## config.mk

```make
export PLATFORM = sky130hd
export DESIGN_NAME = uart_rx
export DESIGN_NICKNAME = d
export VERILOG_FILES = /design/src/rtl/uart_rx.sv
export SDC_FILE = /design/constraint.sdc
export NUM_CORES = 1
export LEC_CHECK = 0
export CAP_MARGIN = 5
export CORE_UTILIZATION = 47
export CTS_CLUSTER_SIZE = 25
export DETAILED_ROUTE_END_ITERATION = 12
export GPL_TIMING_DRIVEN = 0
export PLACE_DENSITY = 0.72
export SLEW_MARGIN = 20
export SYNTH_ARGS = -nofsm -noshare
export SYNTH_HDL_FRONTEND = slang
export SYNTH_SLANG_ARGS = --single-unit
```

## constraint.sdc

```tcl
create_clock -name clock -period 2.6 [get_ports clock]
set_input_delay 0.39 -clock clock [delete_from_list [all_inputs] [get_ports clock]]
set_output_delay 0.39 -clock clock [all_outputs]
set_load 0.03 [all_outputs]
```

## src/rtl/uart_rx.sv

```systemverilog
// 8N1 UART receiver with a valid/ack byte handshake, frame error pulse and sticky overrun.
// Optional parity (11-bit frames) is enabled by defining UART_RX_PARITY_EN.
module uart_rx #(
  parameter int unsigned clk_freq  = 10000000,
  parameter int unsigned baud_rate = 9600
`ifdef UART_RX_PARITY_EN
  ,
  parameter bit          parity_odd = 1'b0
`endif
) (
  input  logic       clock,
  input  logic       rst,
  input  logic       rx,
  input  logic       rx_ack,
  output logic [7:0] rx_data,
  output logic       rx_valid,
  output logic       frame_err,
  output logic       overrun,
  output logic       busy
`ifdef UART_RX_PARITY_EN
  ,
  output logic       parity_err
`endif
);

  localparam int unsigned CLKS_PER_BIT = clk_freq / baud_rate;
  localparam int unsigned HALF_BIT     = CLKS_PER_BIT / 2;
  localparam int unsigned CntW         = $clog2(CLKS_PER_BIT + 1);
  localparam logic [CntW-1:0] BitLast  = CntW'(CLKS_PER_BIT - 1);
  localparam logic [CntW-1:0] HalfLast = CntW'(HALF_BIT - 1);

`ifdef UART_RX_PARITY_EN
  typedef enum logic [2:0] {StIdle, StStart, StData, StParity, StStop} state_e;
`else
  typedef enum logic [1:0] {StIdle, StStart, StData, StStop} state_e;
`endif

  state_e          state;
  logic            rx_meta;
  logic            rx_s;
  logic            rx_prev;
  logic [CntW-1:0] clk_cnt;
  logic [2:0]      bit_cnt;
  logic [7:0]      shift;
  logic            par_bad;

`ifdef UART_RX_PARITY_EN
  logic            parity_bit;
  assign par_bad = ((^shift) ^ parity_bit) != parity_odd;
`else
  assign par_bad = 1'b0;
`endif

  assign busy = (state != StIdle);

  always_ff @(posedge clock or negedge rst) begin
    if (!rst) begin
      state     <= StIdle;
      rx_meta   <= 1'b1;
      rx_s      <= 1'b1;
      rx_prev   <= 1'b1;
      clk_cnt   <= '0;
      bit_cnt   <= '0;
      shift     <= '0;
      rx_data   <= 8'h00;
      rx_valid  <= 1'b0;
      frame_err <= 1'b0;
      overrun   <= 1'b0;
`ifdef UART_RX_PARITY_EN
      parity_bit <= 1'b0;
      parity_err <= 1'b0;
`endif
    end else begin
      rx_meta   <= rx;
      rx_s      <= rx_meta;
      rx_prev   <= rx_s;
      frame_err <= 1'b0;
`ifdef UART_RX_PARITY_EN
      parity_err <= 1'b0;
`endif
      // Placed before the state case so a delivery in the same cycle overrides the clear.
      if (rx_ack && rx_valid) rx_valid <= 1'b0;

      case (state)
        StIdle: begin
          if (rx_prev && !rx_s) begin
            clk_cnt <= '0;
            state   <= StStart;
          end
        end
        StStart: begin
          if (clk_cnt == HalfLast) begin
            clk_cnt <= '0;
            bit_cnt <= '0;
            state   <= rx_s ? StIdle : StData;
          end else begin
            clk_cnt <= clk_cnt + 1'b1;
          end
        end
        StData: begin
          if (clk_cnt == BitLast) begin
            clk_cnt        <= '0;
            shift[bit_cnt] <= rx_s;
            if (bit_cnt == 3'd7) begin
`ifdef UART_RX_PARITY_EN
              state <= StParity;
`else
              state <= StStop;
`endif
            end else begin
              bit_cnt <= bit_cnt + 3'd1;
            end
          end else begin
            clk_cnt <= clk_cnt + 1'b1;
          end
        end
`ifdef UART_RX_PARITY_EN
        StParity: begin
          if (clk_cnt == BitLast) begin
            clk_cnt    <= '0;
            parity_bit <= rx_s;
            state      <= StStop;
          end else begin
            clk_cnt <= clk_cnt + 1'b1;
          end
        end
`endif
        StStop: begin
          if (clk_cnt == BitLast) begin
            clk_cnt <= '0;
            state   <= StIdle;
            if (!rx_s) frame_err <= 1'b1;
`ifdef UART_RX_PARITY_EN
            if (par_bad) parity_err <= 1'b1;
`endif
            if (rx_s && !par_bad) begin
              rx_data  <= shift;
              rx_valid <= 1'b1;
              if (rx_valid && !rx_ack) overrun <= 1'b1;
            end
          end else begin
            clk_cnt <= clk_cnt + 1'b1;
          end
        end
        default: state <= StIdle;
      endcase
    end
  end

endmodule
```

## Yosys cells after proc, flatten, opt, wreduce, memory -nomap -nowiden

Index checks and enable logic that the tools add are counted.

- Logic and storage cells: 67
- Output and inout port bits: 12
- Register bits: 38
- Input port bits: 4

- $add $sub $neg: 2
- Reductions and logical operators: 15
- Eq/ne operators: 12
- $lt $le $gt $ge: 2
- Mux-type cells: 25

Operators with widths:

| operator | number |
|---|---|
| two-way mux 11 bit | 3 |
| case mux 11 bit (3 select lines) | 1 |
| two-way mux 2 bit | 6 |
| != test 2 bit (second input constant) | 6 |
| adder 11 x 1 -> 11 bit (second input constant) | 1 |
| equality test 11 x 10 -> 1 bit (second input constant) | 1 |
| equality test 11 bit (second input constant) | 1 |
| two-way mux 3 bit | 3 |
| bitwise mux 8 bit | 1 |
| two-way mux 1 bit | 8 |
| case mux 2 bit (4 select lines) | 1 |
| AND reduction 4 bit | 2 |
| case mux 3 bit (2 select lines) | 1 |
| AND reduction 5 bit | 1 |
| equality test 2 bit (second input constant) | 2 |
| logical AND 1 bit | 4 |
| less-than comparator 3 x 4 -> 1 bit (second input constant) | 1 |
| nonzero test 2 bit | 2 |
| adder 3 x 1 -> 3 bit (second input constant) | 1 |
| demux 1 bit (select 3 bit) | 1 |
| equality test 3 bit (second input constant) | 1 |
| >= comparator 3 x 1 -> 1 bit (second input constant) | 1 |
| AND reduction 3 bit | 1 |
| equality test 2 x 1 -> 1 bit (second input constant) | 1 |
| other kinds (4) | 5 |

## Logic depth before layout (Yosys ltp)

- Depth in word-level cells: 5
- Gate-level depth with buffers: 8

## Worst setup path before layout

No wires, ideal clock.

- Path type: register -> register
- From: register clk_cnt[0]
- To: register rx_data[0]
- Setup time: 125 ps
- Arrival time: 1912 ps
- Cell stages (with the launch flop): 8
- Slack: 564 ps
- Path buffers: 1
- Cell sequence: dfrtp_1 inv_1 ha_1 nand4b_1 nor4b_4 and4_2 buf_6 mux2_2

- Cells in the longest elaborated chain, start to end: 2

RTL lines:

| element | line | RTL |
|---|---|---|
| start: declaration | 42 | `logic [CntW-1:0] clk_cnt;` |
| start signal: assignment | 97 | `clk_cnt <= clk_cnt + 1'b1;` |
| start signal: assignment | 114 | `clk_cnt <= clk_cnt + 1'b1;` |
| start signal: assignment | 142 | `clk_cnt <= clk_cnt + 1'b1;` |
| equality test 11 bit | 129 | `if (clk_cnt == BitLast) begin` |
| AND reduction 3 bit (no line) | n/a |  |
| end signal: assignment | 137 | `rx_data <= shift;` |
| end: declaration | 15 | `output logic [7:0] rx_data,` |

No other way between the ends.
A chain may end at the register's enable or synchronous reset.

## Worst setup path in the final report

Same ends and word-level chain as after synthesis.

==> flow_summary.toml <==
[worst_setup_path]
worstPathRequired_ps = 2770
slowest_delay_ps = 480
crit_chain = "inv_1 > ha_1 > nand4b_1 > nor4b_4 > and4_2 > buf_6 > mux2_2"
critical_path_class = "flop to flop"
crit_arrival_ps = 2440
worstPathMaxFanout = 10
start_kind = "flop"
end_kind = "flop"
reg2reg_from = "clk_cnt[0]"
critPathSlowestCell = "dfrtp_1"
startpoint = "clk_cnt[0]"

[place]
dpl.hpwl_mm = 2.52
gp_congestion = 0.809
place_inst = 224
dpl_cell_area_um2 = 2070
place.port_buffers = 15

[yosys]
ys_ff_latch = 38
synth_cell_types = 42
yosys_warnings = 0
synth_area_leaders = "dfrtp_1, mux2_2, dfstp_2"
synth_top_cell_by_area = "dfrtp_1"
dominantRegCellSynth = "dfrtp_1"
syn-instance-count = 160
synth_area_um2 = 1850
synth-edff-count = 0
syn_avg_cell_area_um2 = 11.6
synthesis.nets = 169
ys_async_sr_fraction_pct = 100
yosysSeqAreaShare_pct = 51.6
synth_top_area_share_pct = 47.4

[power_and_ir_drop]
seq_power_share_pct = 52.5
p_int_mw = 1.00
power.density_nw_per_um2 = 664
total_power_mw = 1.45
vdd_ir_drop_max_mv = 0.494
switchingPower_mw = 0.448
p_leak_nw = 1.02
pwr-share-clk_pct = 29.1
switching_share_pct = 30.9
combPwrFrac_pct = 18.4

[floorplan]
fp-row-count = 22
start_util_pct = 49.8
coreArea_um2 = 3720
dieArea_um2 = 4190
die_w_um = 64.7
fp.dieH_um = 64.7
io_pins = 16

[cells_and_area]
num_antenna_cells = 0
seqCellArea_um2 = 955
multi_input_area_um2 = 828
area_growth_pct = 17.9
fillers = 324
final_nets = 193
final_cells = 233
drive_above_1_share_pct = 22.7
final_cell_area_um2 = 2180

[timing]
setup-violations-final = 0
slew_viol_final = 0
fmax_mhz = 441
worst_pin_slew_ps = 632
rsz0062_at_grt = "false"
hold_viol_final = 0
clock-skew-final_ps = 7.32
finalCritPeriodShare_pct = 87.1
relSlewSlack_pct = 57.6
finalCriticalPeriod_ps = 2270
finalSetupTns_ps = 0

[global_routing]
grt_pass1_vias = 1318
grt_usage_pct = 19.2
grt_max_degree = 31
overflow = 0
antenna_found_initial = 0
grt_pass1_wl_mm = 6.09

[cts]
cts_tree = "built"
clkSlewWorstSetupHoldPaths_ps = 70
cts_setup_buffers = 0
clockBufferDepth = 2
cts_made_buffers = 5
clock_latency_ps = 290
postCtsHoldBufs = 1
cts_root_buf = "clkbuf_8"
cts_htree_levels = 2
cts_resized = 0
cts_sinks = 38

[detailed_routing]
ant_nets = 0
drt_iter0_drc = 40
dr.pass1.iters = 4
drt-vias-per-instance = 5.58
drc = 0
routedWlPerCell_um = 14.9
via_count = 1299
routed_wl_mm = 3.48

[flow_run]
drv_cap = 0

[min_path]
hp-start = "rx_meta"
hold_class = "flop to flop"

[status]
status = "finished clean"
[path summary, 6_finish.rpt]
check                              to  slack (ps)  cells after the start
max in group asynchronous        rx_s        1630                      3
min in group asynchronous    shift[5]         480                      2
hold / removal                   rx_s         360                      0
setup / recovery           rx_data[0]         330                      7
hold reg to reg                  rx_s         360                      0
setup reg to reg           rx_data[0]         330                      7
[cells by family after synthesis]
family	synth area share, %
flops	51.6
simple gates	18.0
fa+ha+maj	3.38
compound gates	10.9
xor+xnor	0.474
mux	12.0
buf+inv	3.59
[cell usage in the layout (no fill, tap or decap), drive strengths merged, types with 2 or more instances in the layout]
cell           instances
dfrtp                 35
mux2                  17
clkdlybuf4s50         14
nand2                 11
inv                   10
nand3                 10
nor2                   8
clkbuf                 8
a31oi                  7
a21oi                  6
ha                     5
buf                    5
nor3                   4
and4                   4
a21o                   3
a22o                   3
dfstp                  3
o21ai                  3
nand4b                 2
nand4                  2
nand2b                 2
mux2i                  2
nand3b                 2
and3                   2
[synth_stat cells (3+ instances only)]
cell type  count
dfrtp_1       35
and4_2         3
dfstp_2        3
nor2_1         8
inv_1         10
nor3_1         4
a21o_1         3
mux2_4         3
ha_1           5
a21oi_1        6
a31oi_1        7
nand2_1       11
mux2_2        14
nand3_1       10
a22o_1         3
[state kept, by name, indices dropped and copies added (netlist names), named ones only]
register   flops
clk_cnt       11
rx_data        8
shift          8
bit_cnt        3
frame_err      1
overrun        1
rx_meta        1
rx_prev        1
rx_s           1
rx_valid       1
state          1
[final cells by class]
class / count / share of cell area (%)
Inverter: 10 / 1.72
Clock buffer: 6 / 3.79
Clock inverter: 2 / 0.574
Multi-Input combinational cell: 107 / 38.0
Timing Repair Buffer: 17 / 8.04
Sequential cell: 38 / 43.8
Tap cell: 48 / 2.76
Buffer: 5 / 1.32
[power groups by stage]
stage,clock network (mW),logic (mW),registers (mW)
final,0.421,0.266,0.760
after global routing,0.459,0.304,0.771
after CTS,0.434,0.270,0.760
after detailed placement,0,0.267,0.772
after global placement,0,0.246,0.763
after floorplan,0,0.203,0.743
[worst max-delay path, delay by kind of cell, from the launching register on]
| kind | cells | cell delay, ps |
|---|---|---|
| fa+ha+maj | 1 | 150 |
| buf+inv | 2 | 250 |
| flops | 1 | 480 |
| mux | 1 | 340 |
| simple gates | 3 | 940 |
[per-layer routing]
layer / vias to the layer above / wire length [µm] / global-route usage [%]
met5: - / 0 / 0
met4: 0 / 13 / 6.39
met3: 3 / 118 / 6.16
met2: 24 / 1790 / 32.7
met1: 642 / 1560 / 22.5
li1: 630 / - / -
[through the flow]
stage / setup WS [ps] / util [%] / hold slack [ps]
floorplan: 564 / - / 94.4
global placement: 295 / 55.4 / 348
detailed placement: 314 / 55.8 / 264
CTS: 318 / 58.7 / 360
global route: 147 / 58.7 / 361
finish: 334 / 58.7 / 358
Power figures use the tool's default switching activity.
